[src/rtl/bsg_mux_one_hot_pipe.sv]
// rtl/bsg_mux_one_hot_pipe.sv - one-hot AND-OR mux feeding a 2-entry valid/ready buffer with malformed-select counting
// Optional build macro BSG_MUX_ONE_HOT_PIPE_PRIORITY_EN: multi-hot select resolves to the lowest set index.

module bsg_mux_one_hot_pipe #(
  parameter int width_p     = 16,
  parameter int els_p       = 4,
  parameter int err_cnt_w_p = 8
) (
  input  logic                     clk_i,
  input  logic                     reset_i,
  input  logic                     v_i,
  output logic                     ready_and_o,
  input  logic [els_p*width_p-1:0] data_i,
  input  logic [els_p-1:0]         sel_one_hot_i,
  output logic                     v_o,
  output logic [width_p-1:0]       data_o,
  input  logic                     ready_and_i,
  output logic                     err_o,
  output logic [err_cnt_w_p-1:0]   err_cnt_o,
  input  logic                     clear_err_i
);

  logic [width_p-1:0]     w_mux_data;
  logic                   w_malformed;
  logic                   w_enq;
  logic                   w_deq;
  logic                   w_cnt_sat;

  logic [width_p-1:0]     r_mem [2];
  logic [width_p-1:0]     r_last;
  logic                   r_rd_ptr;
  logic                   r_wr_ptr;
  logic [1:0]             r_count;
  logic                   r_err;
  logic [err_cnt_w_p-1:0] r_err_cnt;

`ifdef BSG_MUX_ONE_HOT_PIPE_PRIORITY_EN
  // Walk from the top down so the lowest set index is the one that sticks.
  always_comb begin
    w_mux_data = '0;
    for (int k = els_p - 1; k >= 0; k--) begin
      if (sel_one_hot_i[k]) w_mux_data = data_i[k*width_p +: width_p];
    end
  end
`else
  always_comb begin
    w_mux_data = '0;
    for (int k = 0; k < els_p; k++) begin
      w_mux_data = w_mux_data | (data_i[k*width_p +: width_p] & {width_p{sel_one_hot_i[k]}});
    end
  end
`endif

  assign w_malformed = ($countones(sel_one_hot_i) != 1);
  assign ready_and_o = (r_count != 2'd2);
  assign v_o         = (r_count != 2'd0);
  assign w_enq       = v_i & ready_and_o;
  assign w_deq       = v_o & ready_and_i;
  assign w_cnt_sat   = &r_err_cnt;

  // When empty, present the most recently dequeued word rather than a stale slot.
  assign data_o      = (r_count == 2'd0) ? r_last : r_mem[r_rd_ptr];
  assign err_o       = r_err;
  assign err_cnt_o   = r_err_cnt;

  always_ff @(posedge clk_i or posedge reset_i) begin
    if (reset_i) begin
      r_mem[0] <= '0;
      r_mem[1] <= '0;
      r_last   <= '0;
      r_rd_ptr <= 1'b0;
      r_wr_ptr <= 1'b0;
      r_count  <= 2'd0;
    end else begin
      if (w_enq) begin
        r_mem[r_wr_ptr] <= w_mux_data;
        r_wr_ptr        <= ~r_wr_ptr;
      end
      if (w_deq) begin
        r_last   <= r_mem[r_rd_ptr];
        r_rd_ptr <= ~r_rd_ptr;
      end
      case ({w_enq, w_deq})
        2'b10:   r_count <= r_count + 2'd1;
        2'b01:   r_count <= r_count - 2'd1;
        default: r_count <= r_count;
      endcase
    end
  end

  // A malformed accept in the same cycle as a clear counts as the first new event.
  always_ff @(posedge clk_i or posedge reset_i) begin
    if (reset_i) begin
      r_err     <= 1'b0;
      r_err_cnt <= '0;
    end else if (w_enq && w_malformed) begin
      r_err <= 1'b1;
      if (clear_err_i)    r_err_cnt <= err_cnt_w_p'(1);
      else if (!w_cnt_sat) r_err_cnt <= r_err_cnt + err_cnt_w_p'(1);
    end else if (clear_err_i) begin
      r_err     <= 1'b0;
      r_err_cnt <= '0;
    end
  end

endmodule
[config.mk]
export PLATFORM = sky130hd
export DESIGN_NAME = bsg_mux_one_hot_pipe
export DESIGN_NICKNAME = d
export VERILOG_FILES = /design/src/rtl/bsg_mux_one_hot_pipe.sv
export SDC_FILE = /design/constraint.sdc
export NUM_CORES = 1
export LEC_CHECK = 0
export ABC_AREA = 1
export CAP_MARGIN = 20
export CORE_MARGIN = 1.5
export CORE_UTILIZATION = 50
export DETAILED_ROUTE_END_ITERATION = 10
export HOLD_SLACK_MARGIN = 0.02
export PLACE_DENSITY = 0.95
export RECOVER_POWER = 50
export SLEW_MARGIN = 10
export SYNTH_ARGS = -nofsm -noshare
export SYNTH_HDL_FRONTEND = slang
export SYNTH_SLANG_ARGS = --single-unit
export TNS_END_PERCENT = 100
[constraint.sdc]
create_clock -name clk_i -period 3.9 [get_ports clk_i]
set_clock_uncertainty 0.1 [all_clocks]
set_input_delay 0.39 -clock clk_i [delete_from_list [all_inputs] [get_ports clk_i]]
set_output_delay 0.39 -clock clk_i [all_outputs]
set_load 0.03 [all_outputs]
==> results of run 1 <==
critical path, delay by kind of cell, from the launching register on:
family                 cells  cell delay [ns]
flip-flops                 1             0.95
buffers and inverters      1             0.72
AO/OA/AOI/OAI              2             0.32
AND/OR/NAND/NOR            2             0.24
state kept, by name, summed over array words and instances, names as in the netlist:
| register | flops |
|---|---|
| r_wr_ptr | 1 |
| r_count | 2 |
| err_o | 1 |
| r_mem | 32 |
| r_rd_ptr | 1 |
| r_last | 16 |
| err_cnt_o | 8 |
cell families after synthesis:
| logic type | after synthesis | share of synthesized area (%) |
|---|---|---|
| AOI/OAI and AO/OA | 88 | 13.2 |
| adders and majority gates | 5 | 2.06 |
| DFF | 61 | 44.9 |
| xor gates and xnor gates | 5 | 1.29 |
| buffers and inverters | 77 | 9.52 |
| and+or+nand+nor | 233 | 29.1 |
synthesized netlist by cell type, drive strengths merged:
cell / count / area [um^2]
nor2: 12 / 83.8
nand2: 194 / 738
inv: 53 / 199
a21boi: 1 / 7.51
fa: 1 / 20.0
buf: 13 / 83.8
xor2: 1 / 8.76
nand4: 21 / 138
o21ai: 84 / 420
o21bai: 1 / 7.51
ha: 4 / 50.1
dfrtp: 61 / 1530
and2: 1 / 6.26
nor3: 2 / 10.0
xnor2: 4 / 35.0
clkbuf: 11 / 41.3
a21oi: 1 / 5.00
o211ai: 1 / 7.51
nand3: 3 / 15.0
how the worst max path moves through the flow:
| stage | from | to |
|---|---|---|
| 3_5_place_dp | sel_one_hot_i[0] | err_cnt_o[0] |
| 5_1_grt | r_rd_ptr | data_o[4] |
| 3_3_place_gp | sel_one_hot_i[0] | err_cnt_o[5] |
| 4_1_cts | r_rd_ptr | data_o[13] |
| 6_report | r_rd_ptr | data_o[4] |
| 2_1_floorplan | sel_one_hot_i[0] | err_cnt_o[0] |
through the flow:
stage / hold WS (ns) / cell area, um^2 / cells / worst slack (ns)
global placement: 0.374 / 4400 / 625 / 0.931
floorplan: 0.355 / 3400 / 469 / 1.24
global route: 0.438 / 4610 / 642 / 0.632
detailed placement: 0.396 / 4400 / 625 / 0.699
finish: 0.417 / 4610 / 642 / 0.824
CTS: 0.416 / 4630 / 641 / 0.854
final cells by class:
class	instances	area, um^2	area share [%]
Multi-Input combinational cell	331	1530	33.3
Clock inverter	5	81.3	1.76
Clock buffer	11	151	3.28
Inverter	53	199	4.31
Tap cell	77	96.3	2.09
Timing Repair Buffer	104	1020	22.2
Sequential cell	61	1530	33.1
layer usage:
layer  vias to the layer above  global-route usage [%]  share of wire (%)
met5                         -                       0                  0
met4                         0                    16.9                4.3
met3                        43                    4.33                8.5
met2                       249                    43.7                 48
met1                      1656                    36.2                 39
li1                       1672                       -                  -
power groups by stage:
| stage | clock network (mW) | registers [mW] | logic [mW] |
|---|---|---|---|
| after floorplan | 0 | 1.04 | 1.18 |
| after global placement | 0 | 1.07 | 1.68 |
| after detailed placement | 0 | 1.09 | 1.74 |
| after CTS | 0.656 | 1.09 | 1.77 |
| after global routing | 0.690 | 1.12 | 1.93 |
| final | 0.657 | 1.09 | 1.76 |
==> results.txt, run 1 <==
Switch Pwr - 1.54 mW
outcome - complete, but fails checks
Max Transition Viols Final - 30
Worst Reg-to-Reg Cells - 8
first-pass iteration count of the detailed router - 9
most frequent cells in the layout - nand2_1, clkdlybuf4s50_1, o21ai_0, dfrtp_1, inv_1
Worst Hold Depth - 2
CTS Buf Count - 9
Achievable Freq - 325 MHz
CTS Hold Buffers Added - 0
RSZ-0062 raised after global routing - no
flop-to-flop setup slack - 1.19 ns
vias post-DR - 3620
post-cts resize count - 0
die height - 85.5 um
Clock power frac - 18.7%
Starting Density - 52.7%
# rows - 29
Crit Path Max Fanout - 33
root buffer cell - clkbuf_8
slew margin rel. - -7.02%
Num Clock Sinks - 61
initial DRC count - 319
Startpoint Class - flip-flop
commonest non-fill, non-tap cell in the layout - nand2_1
Min-Delay Path Class - flip-flop to flip-flop
WL final - 9490 um
I/O Pins - 100
Setup-failing EPs final - 0
Ant. Diodes - 0
routability cong. - 0.910
sequential-to-total area share from yosys stat - 44.9%
initial antenna violation count - 0
Vias/cell - 5.64
Worst-Margin Slew - 1.61 ns
Reg power frac - 31.0%
Max clock buf depth - 2
Sw Ratio - 43.9%
DR WL/cell - 14.8 um
antenna-violating nets left - 0
synth warn - 0
Leak - 2.19 nW
Mapped Area - 3400 um^2
Hold Crit Start - r_mem[29]
violated checks - design-rule violations, max-capacitance violations, max-slew violations
Nets - 638
filler cell count - 504
Largest stage delay, worst path - 0.95 ns
share of post-route cells with drive strength above 1 - 5.31%
Overflow after GRT - 0
VDD IR-drop max - 0.274 mV
critical path capture point type - output pin
syn_nets - 547
Cells after Synth - 469
CORE AREA - 6460 um^2
Post-CTS Setup Inserts - 0
Buffers on Ports - 99
global-route wire length before repair - 15900 um
Hold Path Sink - r_mem[29]
crit share post-route - 78.9%
max cap viols - 1
Comb pwr share - 50.2%
WP data arrival - 2.59 ns
PwrDens - 760 nW/um^2
CTS tree - done
Final HPWL DP - 6560 um
slowest library cell on the worst path - dfrtp_1
full die area - 7310 um^2
critical path data required time - 3.41 ns
vias in the first global route - 3505
Fin. Hold Viols - 0
die width - 85.5 um
P_int - 1.97 mW
Synth Register Bits - 61
Avg Inst Size Synth - 7.26 um^2
Clock Latency Late Sink - 0.35 ns
fin crit period - 3.08 ns
DRC violations left - 3
synth unique cells - 26
setup TNS - 0 ns
final total power - 3.51 mW
GRT Total Usage - 27.7%
fin util - 71.4%
Critical Path, Cell by Cell - nand2_1, o21ai_0, nand2_1, o21ai_0, clkdlybuf4s50_1
largest net degree at the start of global routing - 48
worst flop-to-flop path startpoint - r_count[0]
Crit Path Class - flip-flop to output pin
reg-to-reg endpoint - r_count[1]
clk slew on worst S/H paths - 0.06 ns
H-tree depth - 3
Synth-to-Final Area Change - 35.6%
Power figures use the tool's default switching activity.
==> run 2: changes to the inputs <==
Settings changed: CORE_UTILIZATION 50 to 43, PLACE_DENSITY 0.95 to 0.89.
Clock period 3.9 ns to 2.8 ns, I/O delays scaled along.
==> results.txt, run 2 (same netlist as run 1, synthesis figures left out) <==
Non-Filler Instances - 668 (+4.0%)
Synth-to-Final Area Change - 34.7%
CORE AREA - 7690 um^2 (+19%)
register area - 1530 um^2 (unchanged)
Cells after DPL - 653 (+4.5%)
first-pass iteration count of the detailed router - 5 (-4)
DR WL/cell - 13.0 um (-12%)
Starting Density - 44.3% (-8.4 points)
Crit Path Class - input pin to flip-flop
crit share post-route - 92.6%
die width - 92.0 um (+7.6%)
global-route wire length before repair - 14500 um (-8.7%)
initial antenna violation count - 0 (unchanged)
clk slew on worst S/H paths - 0.06 ns (about the same)
share of post-route cells with drive strength above 1 - 5.12% (-0.19 points)
Startpoint Class - input pin
Max Transition Viols Final - 0 (-100%)
WL final - 8710 um (-8.2%)
Ant. Diodes - 0 (unchanged)
final total power - 4.59 mW (+31%)
RSZ-0062 raised after global routing - no
Crit Path Max Fanout - 6 (-82%)
Largest register FFs - 32 (unchanged)
VDD IR-drop max - 0.411 mV (+50%)
CTS Hold Buffers Added - 0 (unchanged)
vias in the first global route - 3289 (-6.2%)
H-tree depth - 3 (unchanged)
die height - 92.0 um (+7.6%)
Fin. Hold Viols - 0 (unchanged)
# rows - 32 (+10%)
routability cong. - 0.924 (+1.5%)
vias post-DR - 3421 (-5.5%)
outcome - finished clean
Post-CTS Setup Inserts - 0 (unchanged)
setup TNS - 0 ns (unchanged)
Setup-failing EPs final - 0 (unchanged)
largest net degree at the start of global routing - 62 (+29%)
PwrDens - 1000 nW/um^2 (+32%)
Clock Latency Late Sink - 0.33 ns (-0.02 ns)
Min-Delay Path Class - flip-flop to flip-flop
GRT Total Usage - 21.7% (-6.0 points)
Achievable Freq - 386 MHz
Final HPWL DP - 6360 um (-3.1%)
full die area - 8460 um^2 (+16%)
most frequent cells in the layout - nand2_1, clkdlybuf4s50_1, o21ai_0, dfrtp_1, inv_1
Num Clock Sinks - 61 (unchanged)
critical path capture point type - flip-flop
commonest non-fill, non-tap cell in the layout - nand2_1
Overflow after GRT - 0 (unchanged)
initial DRC count - 285 (-11%)
DRC violations left - 0 (-3)
CTS tree - done
Max clock buf depth - 2 (unchanged)
I/O Pins - 100 (unchanged)
CTS Buf Count - 9 (unchanged)
WP data arrival - 2.71 ns (+0.12 ns)
Largest Register - r_mem
root buffer cell - clkbuf_8
Vias/cell - 5.12 (-9.2%)
max cap viols - 0 (-1)
Leak - 2.17 nW (-1.1%)
filler cell count - 654 (+30%)
Nets - 640 (+0.31%)
critical path data required time - 2.92 ns (-0.49 ns)
area occupied by multi-input gates - 1530 um^2 (-0.16%)
antenna-violating nets left - 0 (unchanged)
post-cts resize count - 0 (unchanged)
slew margin rel. - 3.58% (+11 points)
fin crit period - 2.59 ns
Buffers on Ports - 99 (unchanged)
Worst-Margin Slew - 1.45 ns (-0.159 ns)
run 2: power breakdown:
part	total, mW	internal (mW)	switching (mW)
clock network	0.650	0.338	0.312
logic	2.50	0.926	1.57
registers	1.44	1.28	0.167
run 2: worst paths after layout:
check / depth (start not counted) / from / slack, ns / endpoint
worst min register to register: 2 / r_mem[15] / 0.41 / r_mem[15]
worst max register to register: 6 / r_count[0] / 0.32 / r_mem[13]
worst min-delay path: 2 / r_mem[15] / 0.41 / r_mem[15]
min in group asynchronous: 3 / reset_i / 0.77 / r_count[0]
max in group asynchronous: 3 / reset_i / 0.95 / err_cnt_o[7]
worst max-delay path: 13 / sel_one_hot_i[0] / 0.21 / err_cnt_o[0]
run 2: layer usage:
metal	global-route usage [%]	vias up	wire, um
li1	-	1660	-
met1	27.3	1599	3760
met5	0	-	0
met2	36.1	147	4160
met4	8.85	0	147
met3	4.98	15	648
run 2: cell type report:
| type | count | area share (%) |
|---|---|---|
| multi-input combinational | 331 | 33.4 |
| sequential | 61 | 33.3 |
| timing repair buffer | 106 | 22.7 |
| inverter | 53 | 4.34 |
| clock buffer | 13 | 3.25 |
| tap | 102 | 2.78 |
| clock inverter | 2 | 0.218 |
run 2: worst max-delay path, cell delays in order:
cell             delay (ns)
clkdlybuf4s50_1        0.48
inv_1                  0.06
fa_1                   0.53
inv_1                  0.04
ha_1                   0.17
ha_1                   0.29
nor2_1                 0.11
nand2_1                0.07
nand2_1                0.13
nand2_1                0.08
nand2_2                0.14
inv_2                  0.08
o21ai_0                0.26
run 2: through the flow:
stage	utilization (%)	area, um^2	worst slack (ns)	hold WS (ns)
floorplan	-	3400	0.252	0.335
global placement	58.0	4460	0.0951	0.371
detailed placement	58.0	4460	0.0188	0.383
CTS	60.1	4620	0.216	0.234
global route	59.6	4580	0.0758	0.425
finish	59.6	4580	0.208	0.411
